[src/rtl/pll_pkg.sv]
// rtl/pll_pkg.sv - shared types, default constants and saturation helpers for the PLL loop filter
//
// Contents:
//   state_e         : window FSM states (IDLE, MEASURE, UPDATE)
//   DEF_*           : default widths, gains and window limit
//   sat_signed      : clamp a signed value to a w-bit two's complement range
//   clamp_unsigned  : clamp a signed value to [0, 2^w-1]
package pll_pkg;

  typedef enum logic [1:0] {
    IDLE    = 2'd0,
    MEASURE = 2'd1,
    UPDATE  = 2'd2
  } state_e;

  localparam int DEF_CTRL_WIDTH = 12;
  localparam int DEF_CTRL_INIT  = 2048;
  localparam int DEF_ERR_WIDTH  = 10;
  localparam int DEF_INT_WIDTH  = 16;
  localparam int DEF_KP_SHIFT   = 2;
  localparam int DEF_KI_SHIFT   = 0;
  localparam int DEF_MAX_WINDOW = 255;

  // Results are returned 32 bits wide; callers size-cast down to w bits,
  // which is lossless because the value already fits.
  function automatic logic signed [31:0] sat_signed(input logic signed [31:0] v, input int w);
    logic signed [31:0] hi;
    logic signed [31:0] lo;
    hi = (32'sd1 <<< (w - 1)) - 32'sd1;
    lo = -(32'sd1 <<< (w - 1));
    if (v > hi) begin
      return hi;
    end else if (v < lo) begin
      return lo;
    end
    return v;
  endfunction

  function automatic logic [31:0] clamp_unsigned(input logic signed [31:0] v, input int w);
    logic signed [31:0] hi;
    hi = (32'sd1 <<< w) - 32'sd1;
    if (v < 32'sd0) begin
      return 32'd0;
    end else if (v > hi) begin
      return hi;
    end
    return v;
  endfunction

endpackage

[src/rtl/pi_update.sv]
// rtl/pi_update.sv - combinational proportional-integral step applied once per window
//
// Ports:
//   err     in  ERR_WIDTH signed   phase-error count of the finished window
//   integ   in  INT_WIDTH signed   current integrator value
//   integ_n out INT_WIDTH signed   saturated next integrator value
//   ctrl_n  out CTRL_WIDTH         clamped next control word
module pi_update
  import pll_pkg::*;
#(
  parameter int CTRL_WIDTH = DEF_CTRL_WIDTH,
  parameter int CTRL_INIT  = DEF_CTRL_INIT,
  parameter int ERR_WIDTH  = DEF_ERR_WIDTH,
  parameter int INT_WIDTH  = DEF_INT_WIDTH,
  parameter int KP_SHIFT   = DEF_KP_SHIFT,
  parameter int KI_SHIFT   = DEF_KI_SHIFT
) (
  input  logic signed [ERR_WIDTH-1:0]  err,
  input  logic signed [INT_WIDTH-1:0]  integ,
  output logic signed [INT_WIDTH-1:0]  integ_n,
  output logic        [CTRL_WIDTH-1:0] ctrl_n
);

  // Three guard bits cover the integrator plus both gain terms and the centre offset.
  localparam int SW = INT_WIDTH + 3;

  logic signed [SW-1:0] err_w;
  logic signed [SW-1:0] ki_term;
  logic signed [SW-1:0] integ_sum;
  logic signed [SW-1:0] prop;
  logic signed [SW-1:0] init_w;
  logic signed [SW-1:0] sum;

  always_comb begin
    err_w     = SW'(err);
    ki_term   = err_w <<< KI_SHIFT;
    integ_sum = SW'(integ) + ki_term;
    // Anti-windup: integrator sticks at its rails instead of wrapping.
    integ_n   = INT_WIDTH'(sat_signed(32'(integ_sum), INT_WIDTH));
    prop      = err_w <<< KP_SHIFT;
    init_w    = SW'(CTRL_INIT);
    sum       = init_w + SW'(integ_n) + prop;
    ctrl_n    = CTRL_WIDTH'(clamp_unsigned(32'(sum), CTRL_WIDTH));
  end

endmodule

[src/rtl/charge_pump_loop_filter.sv]
// rtl/charge_pump_loop_filter.sv - digital charge pump with windowed PI loop filter
//
// Ports:
//   clk                    in  1           system clock, rising edge
//   reset                  in  1           synchronous active-high reset
//   input_up_digital       in  1           PFD up pulse (reference leads)
//   input_down_digital     in  1           PFD down pulse (feedback leads)
//   output_control_digital out CTRL_WIDTH  saturated unsigned control word
//   output_valid_digital   out 1           one-cycle strobe on control update
//   output_timeout_digital out 1           with valid when the window was cut at MAX_WINDOW
module charge_pump_loop_filter
  import pll_pkg::*;
#(
  parameter int CTRL_WIDTH = DEF_CTRL_WIDTH,
  parameter int CTRL_INIT  = DEF_CTRL_INIT,
  parameter int ERR_WIDTH  = DEF_ERR_WIDTH,
  parameter int INT_WIDTH  = DEF_INT_WIDTH,
  parameter int KP_SHIFT   = DEF_KP_SHIFT,
  parameter int KI_SHIFT   = DEF_KI_SHIFT,
  parameter int MAX_WINDOW = DEF_MAX_WINDOW
) (
  input  logic                  clk,
  input  logic                  reset,
  input  logic                  input_up_digital,
  input  logic                  input_down_digital,
  output logic [CTRL_WIDTH-1:0] output_control_digital,
  output logic                  output_valid_digital,
  output logic                  output_timeout_digital
);

  localparam int WIN_W = $clog2(MAX_WINDOW + 1);

  state_e                 state_q, state_d;
  logic signed [ERR_WIDTH-1:0] err_q, err_d;
  logic [WIN_W-1:0]       win_q, win_d;
  logic signed [INT_WIDTH-1:0] integ_q, integ_d;
  logic [CTRL_WIDTH-1:0]  ctrl_q, ctrl_d;
  logic                   valid_q, valid_d;
  logic                   timeout_q, timeout_d;
  logic                   forced_q, forced_d;

  logic                   active;
  logic signed [1:0]      pump;
  logic signed [ERR_WIDTH-1:0] err_start;
  logic signed [ERR_WIDTH-1:0] err_acc;
  logic signed [INT_WIDTH-1:0] integ_n;
  logic [CTRL_WIDTH-1:0]  ctrl_n;

  pi_update #(
    .CTRL_WIDTH (CTRL_WIDTH),
    .CTRL_INIT  (CTRL_INIT),
    .ERR_WIDTH  (ERR_WIDTH),
    .INT_WIDTH  (INT_WIDTH),
    .KP_SHIFT   (KP_SHIFT),
    .KI_SHIFT   (KI_SHIFT)
  ) u_pi_update (
    .err     (err_q),
    .integ   (integ_q),
    .integ_n (integ_n),
    .ctrl_n  (ctrl_n)
  );

  always_comb begin
    active = input_up_digital | input_down_digital;
    if (input_up_digital && !input_down_digital) begin
      pump = 2'sd1;
    end else if (input_down_digital && !input_up_digital) begin
      pump = -2'sd1;
    end else begin
      pump = 2'sd0;
    end
    err_start = ERR_WIDTH'(pump);
    err_acc   = ERR_WIDTH'(sat_signed(32'(err_q) + 32'(pump), ERR_WIDTH));
  end

  always_comb begin
    state_d   = state_q;
    err_d     = err_q;
    win_d     = win_q;
    integ_d   = integ_q;
    ctrl_d    = ctrl_q;
    valid_d   = 1'b0;
    timeout_d = 1'b0;
    forced_d  = 1'b0;
    case (state_q)
      IDLE: begin
        if (active) begin
          err_d   = err_start;
          win_d   = WIN_W'(1);
          state_d = MEASURE;
        end
      end
      MEASURE: begin
        if (!active) begin
          state_d = UPDATE;
        end else begin
          err_d = err_acc;
          win_d = win_q + 1'b1;
          if (win_q == WIN_W'(MAX_WINDOW - 1)) begin
            state_d  = UPDATE;
            forced_d = 1'b1;
          end
        end
      end
      UPDATE: begin
        integ_d   = integ_n;
        ctrl_d    = ctrl_n;
        valid_d   = 1'b1;
        timeout_d = forced_q;
        // A pulse seen during UPDATE opens the next window right away.
        if (active) begin
          err_d   = err_start;
          win_d   = WIN_W'(1);
          state_d = MEASURE;
        end else begin
          state_d = IDLE;
        end
      end
      default: begin
        state_d = IDLE;
      end
    endcase
  end

  always_ff @(posedge clk) begin
    if (reset) begin
      state_q   <= IDLE;
      err_q     <= '0;
      win_q     <= '0;
      integ_q   <= '0;
      ctrl_q    <= CTRL_WIDTH'(CTRL_INIT);
      valid_q   <= 1'b0;
      timeout_q <= 1'b0;
      forced_q  <= 1'b0;
    end else begin
      state_q   <= state_d;
      err_q     <= err_d;
      win_q     <= win_d;
      integ_q   <= integ_d;
      ctrl_q    <= ctrl_d;
      valid_q   <= valid_d;
      timeout_q <= timeout_d;
      forced_q  <= forced_d;
    end
  end

  assign output_control_digital = ctrl_q;
  assign output_valid_digital   = valid_q;
  assign output_timeout_digital = timeout_q;

endmodule

[config.mk]
export PLATFORM = sky130hd
export DESIGN_NAME = charge_pump_loop_filter
export DESIGN_NICKNAME = d
export VERILOG_FILES = /design/src/rtl/pll_pkg.sv /design/src/rtl/pi_update.sv /design/src/rtl/charge_pump_loop_filter.sv
export SDC_FILE = /design/constraint.sdc
export NUM_CORES = 1
export LEC_CHECK = 0
export CAP_MARGIN = 20
export CORE_MARGIN = 2
export CORE_UTILIZATION = 45
export CTS_BUF_LIST = sky130_fd_sc_hd__clkbuf_16
export CTS_CLUSTER_DIAMETER = 30
export DETAILED_ROUTE_END_ITERATION = 12
export SETUP_SLACK_MARGIN = 0.3
export SLEW_MARGIN = 20
export SYNTH_ARGS = -nofsm -noshare
export SYNTH_HDL_FRONTEND = slang
export SYNTH_SLANG_ARGS = --single-unit
[constraint.sdc]
create_clock -name clk -period 13.5 [get_ports clk]
set_clock_uncertainty 0.05 [all_clocks]
set_input_delay 2.7 -clock clk [delete_from_list [all_inputs] [get_ports clk]]
set_output_delay 2.7 -clock clk [all_outputs]
set_load 0.1 [all_outputs]
==> metrics.md, run 1 <==
| Metric | Value |
|---|---|
| CTS root buf | clkbuf_16 |
| Setup TNS | 0 ns |
| Crit-path slowest cell | dfxtp_1 |
| Largest stage delay, worst path | 0.75 ns |
| Setup-failing EPs final | 0 |
| Area of the multi-input gates | 3060 µm² |
| Final WS setup | 7.33 ns |
| FP Rows | 35 |
| Peak Freq | 0.162 GHz |
| Cell Area, Synth | 4230 µm² |
| # IOs | 18 |
| Maxcap violations | 0 |
| Starting DRT DRC Count | 123 |
| All-Layer GR Usage | 0.213 |
| Maximum number of pins on one net before global-route repair | 27 |
| Min-delay src | forced_q$_SDFF_PP0_ |
| Main synth FF type | dfxtp_1 |
| Sequential share of the synthesized area | 0.241 |
| CTS H-tree depth | 2 |
| CP endpoint kind | flip-flop |
| Placer Congestion | 0.913 |
| Hold EP | output_timeout_digital$_SDFF_PP0_ |
| # port buffers | 17 |
| Wire per inst | 16.0 µm |
| Max FO, Critical Path | 14 |
| Worst-skew pair later-pin latency | 0.30 ns |
| Post-CTS Setup Inserts | 0 |
| DIE AREA | 10,200 µm² |
| Worst Path Arrival | 6.32 ns |
| Hold path cells | 1 |
| Worst r2r src | err_q[9]$_SDFFE_PP0P_ |
| Syn. warnings | 0 |
| Worst-Margin Slew | 0.970 ns |
| CTS Hold Bufs | 0 |
| Lkg Pwr | 2.08 nW |
| Detailed Route WL | 10.3 mm |
| Most common cell in the synthesized netlist | nor2_1 |
| Worst setup path category | reg -> reg |
| Status | complete, no violations |
| Final non-filler cell total | 645 |
| Leading area contributor after synthesis | dfxtp_1 |
| DR vias | 3,832 |
| Final worst path period share | 0.457 |
| Post-route ant nets | 0 |
| Starting Density | 0.460 |
| Post-route DRC | 0 |
| FF+latch area | 1020 µm² |
| N_diodes | 0 |
| Core ar. | 9200 µm² |
| Placed insts | 637 |
| Worst setup SP type | flip-flop |
| Post-DP HPWL | 7.97 mm |
| Worst path cell trace | ha_1, a21o_1, a21o_1, a21o_1, a2111oi_0, a22oi_1, buf_4, nor2_1, nor2_1, ha_1, ha_1, fa_1, a211oi_1, o21ai_1, a41oi_2, o21ai_0, a2111oi_0, a31o_2, nand2b_1, mux2i_1, a21o_1 |
| Maximum VDD drop | 49.0 µV |
| Place WS | 7.27 ns |
| Final min period | 6.17 ns |
| Vias in the first global route | 3,703 |
| Async set-reset flop share out of synthesis | 0 |
| Synth top cells by count | nor2_1, ha_1, dfxtp_1, nand2_1, a21oi_1 |
| Initial antenna violation count | 0 |
| Cell mode on critical path | a21o_1 |
| Syn Nets | 586 |
| Die Height | 101 µm |
| Hold WC Path Type | reg -> reg |
| Seq cells post-synth | 51 |
| Power, Total | 0.502 mW |
| Slew Viols, Final | 0 |
| # clock sinks | 51 |
| FILL cells | 917 |
| Clock-pin slew on the worst setup and hold paths | 0.08 ns |
| Final core utilization | 0.505 |
| Yosys top cell area share | 0.241 |
| Post-synthesis cell count | 521 |
| First-pass GRT wire length | 17.4 mm |
| CTS buffer count | 5 |
| CTS tree | yes |
| Register-to-register setup slack | 7.33 ns |
| Rel. slew slack | 0.351 |
| Drt pass-1 iters | 4 |
| EDFF count, synth | 0 |
| Unrepaired setup endpoints after global routing | false |
| Post-layout nets | 598 |
| Number of gates resized after CTS | 0 |
| Reg2Reg Capture Point | output_control_digital[6]$_SDFFE_PP0P_ |
| Die X | 101 µm |
| Distinct cells, synth | 61 |
| Vias per inst | 5.94 |
| Syn avg cell area | 8.13 µm² |
| CTS Buffer Depth | 2 |
| Area grow syn2layout | 9.60% |
| CP required | 13.65 ns |
| GRT overflow | 0 |
| Area contributors post-synth | dfxtp_1, ha_1, nor2_1 |
| R2R cell count | 21 |
| PwrDens | 108 nW/µm² |
| Ratio of cells with drive above 1 in the final layout | 0.0674 |
| Final Hold Fails | 0 |
## flip-flops by register name (all words and copies together), names as in the netlist
| signal | flops |
|---|---|
| integ_q | 16 |
| output_control_digital | 12 |
| err_q | 10 |
| win_q | 8 |
| state_q | 2 |
| forced_q | 1 |
| output_timeout_digital | 1 |
| output_valid_digital | 1 |
## worst max-delay path: cells and delay by family, from the launching register on
kind,cells,cell delay (ns)
compound gates,12,2.80
fa+ha+maj,4,1.27
buf+inv,1,0.22
flops,1,0.75
mux,1,0.13
simple gates,3,0.83
## report_power, final
group | internal [mW] | switching (mW)
Clock | 0.0709 | 0.0644
Sequential | 0.157 | 0.0118
Combinational | 0.0786 | 0.119
## cell usage in the layout (no fill, tap or decap), drive strengths merged, types with 3 or more instances in the layout
master / instances
o31ai: 3
and2: 5
buf: 4
o311ai: 5
a21oi: 43
o21ai: 45
a22o: 3
a311oi: 4
o211ai: 3
fa: 3
a31oi: 4
a211oi: 8
and3: 4
inv: 21
xor2: 6
clkdlybuf4s50: 17
nor3: 8
ha: 58
a21o: 17
nor2: 64
a2111oi: 4
nand3: 8
nand2: 49
dfxtp: 51
maj3: 6
a211o: 3
o21bai: 11
xnor2: 14
or3: 3
o21a: 10
nand2b: 8
nor4: 4
clkbuf: 5
o221ai: 3
## area by class of cell
cell class                 instances  area share
timing repair buffer              21      0.0431
clock buffer                       5      0.0270
clock inverter                     3     0.00593
multi-input combinational        435       0.659
inverter                          19      0.0154
tap                              111      0.0299
sequential                        51       0.220
## routing by layer
layer,GRT usage,vias to the layer above,part of all wire
met5,0,-,0
met4,0.0655,0,0.018
met3,0.0257,17,0.023
met2,0.374,61,0.49
met1,0.271,1819,0.46
li1,-,1935,-
## stage by stage
stage | hold slack [ns] | instance area, µm²
floorplan | 0.356 | 4230
global placement | 0.367 | 4490
detailed placement | 0.370 | 4490
CTS | 0.390 | 4640
global route | 0.425 | 4640
finish | 0.382 | 4640
## kinds of logic (layout without fill, tap and decap cells)
logic type | count (synthesis) | count (layout) | share of synthesized area
buffers and inverters | 35 | 48 | 0.0369
AOI/OAI and AO/OA | 184 | 184 | 0.301
xor gates and xnor gates | 20 | 20 | 0.0458
adders and majority gates | 67 | 67 | 0.200
muxes | 3 | 3 | 0.00739
DFF | 51 | 51 | 0.241
and+or+nand+nor | 161 | 161 | 0.168
## worst max path at each step
stage / from / end / slack (ns) / cells after the start
after floorplan: input_up_digital / err_q[8]$_SDFFE_PP0P_ / 8.02 / 13
after global placement: input_down_digital / err_q[4]$_SDFFE_PP0P_ / 7.35 / 12
after detailed placement: input_down_digital / err_q[8]$_SDFFE_PP0P_ / 7.27 / 14
after CTS: err_q[9]$_SDFFE_PP0P_ / output_control_digital[0]$_SDFFE_PP0P_ / 7.37 / 20
after global routing: err_q[9]$_SDFFE_PP0P_ / output_control_digital[11]$_SDFFE_PP1P_ / 6.88 / 20
final: err_q[9]$_SDFFE_PP0P_ / output_control_digital[6]$_SDFFE_PP0P_ / 7.33 / 21
Power figures use the tool's default switching activity.
==> run 2: changes to the inputs <==
==> constraint.sdc (replaced) <==
create_clock -name clk -period 6.3 [get_ports clk]
set_clock_uncertainty 0.05 [all_clocks]
set_input_delay 1.26 -clock clk [delete_from_list [all_inputs] [get_ports clk]]
set_output_delay 1.26 -clock clk [all_outputs]
set_load 0.1 [all_outputs]
==> run 2 against run 1 <==
Design area increased by 1.2%. Fmax increased by 9.4%. Clock power increased by 110%. Die area unchanged. Flip-flop and latch count unchanged. Cell count increased by 0.47%. Largest cell class unchanged. Largest power group unchanged.
==> metrics.md, run 2 (synthesis gave the netlist of run 1 again) <==
| Metric | Value |
|---|---|
| Hold WC Path Type | reg -> reg |
| CTS Hold Bufs | 0 |
| Detailed Route WL | 10.7 mm |
| PwrDens | 231 nW/µm² |
| Placed insts | 639 |
| First-pass GRT wire length | 17.9 mm |
| Lkg Pwr | 2.11 nW |
| CP required | 6.42 ns |
| Unrepaired setup endpoints after global routing | true |
| Worst-skew pair later-pin latency | 0.30 ns |
| Wire per inst | 16.6 µm |
| Worst setup path category | reg -> reg |
| CTS Buffer Depth | 2 |
| Maximum VDD drop | 105 µV |
| Register-to-register setup slack | 0.66 ns |
| Clock-pin slew on the worst setup and hold paths | 0.08 ns |
| Post-layout nets | 601 |
| R2R cell count | 20 |
| Place WS | 0.0897 ns |
| Biggest register | integ_q |
| Hold path cells | 1 |
| GRT overflow | 0 |
| Post-route DRC | 0 |
| # IOs | 18 |
| Setup TNS | 0 ns |
| Area grow syn2layout | 10.9% |
| Commonest non-fill, non-tap cells in the layout | nor2_1, ha_1, dfxtp_1 |
| Final non-filler cell total | 648 |
| Worst r2r src | err_q[4]$_SDFFE_PP0P_ |
| Slew Viols, Final | 0 |
| Commonest non-fill, non-tap cell in the layout | nor2_1 |
| Final Hold Fails | 0 |
| Die X | 101 µm |
| Drt pass-1 iters | 4 |
| Maximum number of pins on one net before global-route repair | 27 |
| # clock sinks | 51 |
| CP endpoint kind | flip-flop |
| Worst Path Arrival | 5.76 ns |
| N_diodes | 0 |
| Rel. slew slack | 0.350 |
| Min-delay src | forced_q$_SDFF_PP0_ |
| # port buffers | 17 |
| All-Layer GR Usage | 0.219 |
| Starting Density | 0.460 |
| FP Rows | 35 |
| Status | complete, no violations |
| Final min period | 5.64 ns |
| Final worst path period share | 0.895 |
| Worst-Margin Slew | 0.972 ns |
| Ratio of cells with drive above 1 in the final layout | 0.0894 |
| Post-route ant nets | 0 |
| Setup-failing EPs final | 0 |
| Reg2Reg Capture Point | output_control_digital[11]$_SDFFE_PP1P_ |
| Hold EP | output_timeout_digital$_SDFF_PP0_ |
| CTS buffer count | 5 |
| Core ar. | 9200 µm² |
| Starting DRT DRC Count | 159 |
| Maxcap violations | 0 |
| Vias per inst | 5.94 |
| Initial antenna violation count | 0 |
| Max FFs per register | 16 |
| Post-DP HPWL | 8.33 mm |
| Final WS setup | 0.661 ns |
| CTS H-tree depth | 2 |
| CTS tree | yes |
| Die Height | 101 µm |
| Vias in the first global route | 3,704 |
| Placer Congestion | 0.901 |
| DIE AREA | 10,200 µm² |
| Worst setup SP type | flip-flop |
| DR vias | 3,849 |
| CTS root buf | clkbuf_16 |
| Peak Freq | 0.177 GHz |
| Max FO, Critical Path | 12 |
==> run 2: changes by cell type in the layout (fill, tap and decap cells not counted), sizes merged <==
cell | previous run | this run
buf | 4 | 7
==> run 2: worst max-delay path by stage <==
stage | depth (start not counted) | startpoint | slack (ns) | to
after detailed placement | 22 | err_q[0]$_SDFFE_PP0P_ | 0.09 | output_control_digital[11]$_SDFFE_PP1P_
after CTS | 22 | err_q[0]$_SDFFE_PP0P_ | 0.41 | output_control_digital[11]$_SDFFE_PP1P_
after floorplan | 21 | err_q[9]$_SDFFE_PP0P_ | 1.02 | output_control_digital[6]$_SDFFE_PP0P_
after global placement | 22 | err_q[0]$_SDFFE_PP0P_ | 0.21 | output_control_digital[11]$_SDFFE_PP1P_
final | 20 | err_q[4]$_SDFFE_PP0P_ | 0.66 | output_control_digital[11]$_SDFFE_PP1P_
after global routing | 22 | err_q[0]$_SDFFE_PP0P_ | 0.24 | output_control_digital[6]$_SDFFE_PP0P_
==> run 2: critical path, stage by stage (launching register included) <==
cell and delay, ns:
dfxtp_1 0.40, ha_1 0.31, or4_1 0.54, a21oi_2 0.17
o41ai_2 0.11, a311o_2 0.46, xnor2_4 0.29, nand2_2 0.17
o21a_1 0.17, nor2_1 0.11, ha_1 0.24, ha_1 0.35
o21ai_0 0.17, o21a_1 0.23, o21ai_0 0.26, nand3_1 0.16
a21oi_1 0.16, mux2_2 0.35, or3_4 0.47, o21ba_2 0.26
o31ai_1 0.06
==> run 2: area by class of cell <==
type | count | area [µm²]
fillers | 930 | 4500
multi-input cells | 435 | 3090
flip-flops and latches | 51 | 1020
repair buffers | 24 | 223
well taps | 111 | 139
clock buffers | 5 | 125
inverters | 19 | 71.3
clock inverters | 3 | 25.0
==> run 2: power by group <==
group	leakage (nW)	switching (mW)	total, mW	internal, mW
clock	0.0708	0.133	0.284	0.151
combinational	1.62	0.265	0.441	0.176
sequential	0.415	0.0241	0.361	0.337
==> run 2: timing repair <==
action / CTS / global route
resized for setup: 1 / 10
pin swaps: 1 / 0
endpoints found under the setup margin: 12 / 12
endpoints found under the hold margin: 0 / 0
setup buffers: 1 / 0
==> run 2: routing by layer <==
layer / vias up / global-route usage / wire (µm)
met2: 49 / 0.399 / 5450
met5: - / 0 / 0
met1: 1843 / 0.281 / 5020
met4: 0 / 0.0416 / 46
li1: 1955 / - / -
met3: 2 / 0.0229 / 220
==> run 2: per-stage QoR <==
| stage | hold WS (ns) | power (mW) | instance area (µm²) | utilization |
|---|---|---|---|---|
| finish | 0.386 | 1.09 | 4700 | 0.511 |
| global route | 0.406 | 1.16 | 4700 | 0.511 |
| CTS | 0.393 | 1.09 | 4670 | 0.507 |
| detailed placement | 0.373 | 0.797 | 4500 | 0.490 |
| global placement | 0.366 | 0.790 | 4500 | 0.490 |
| floorplan | 0.356 | 0.697 | 4230 | - |
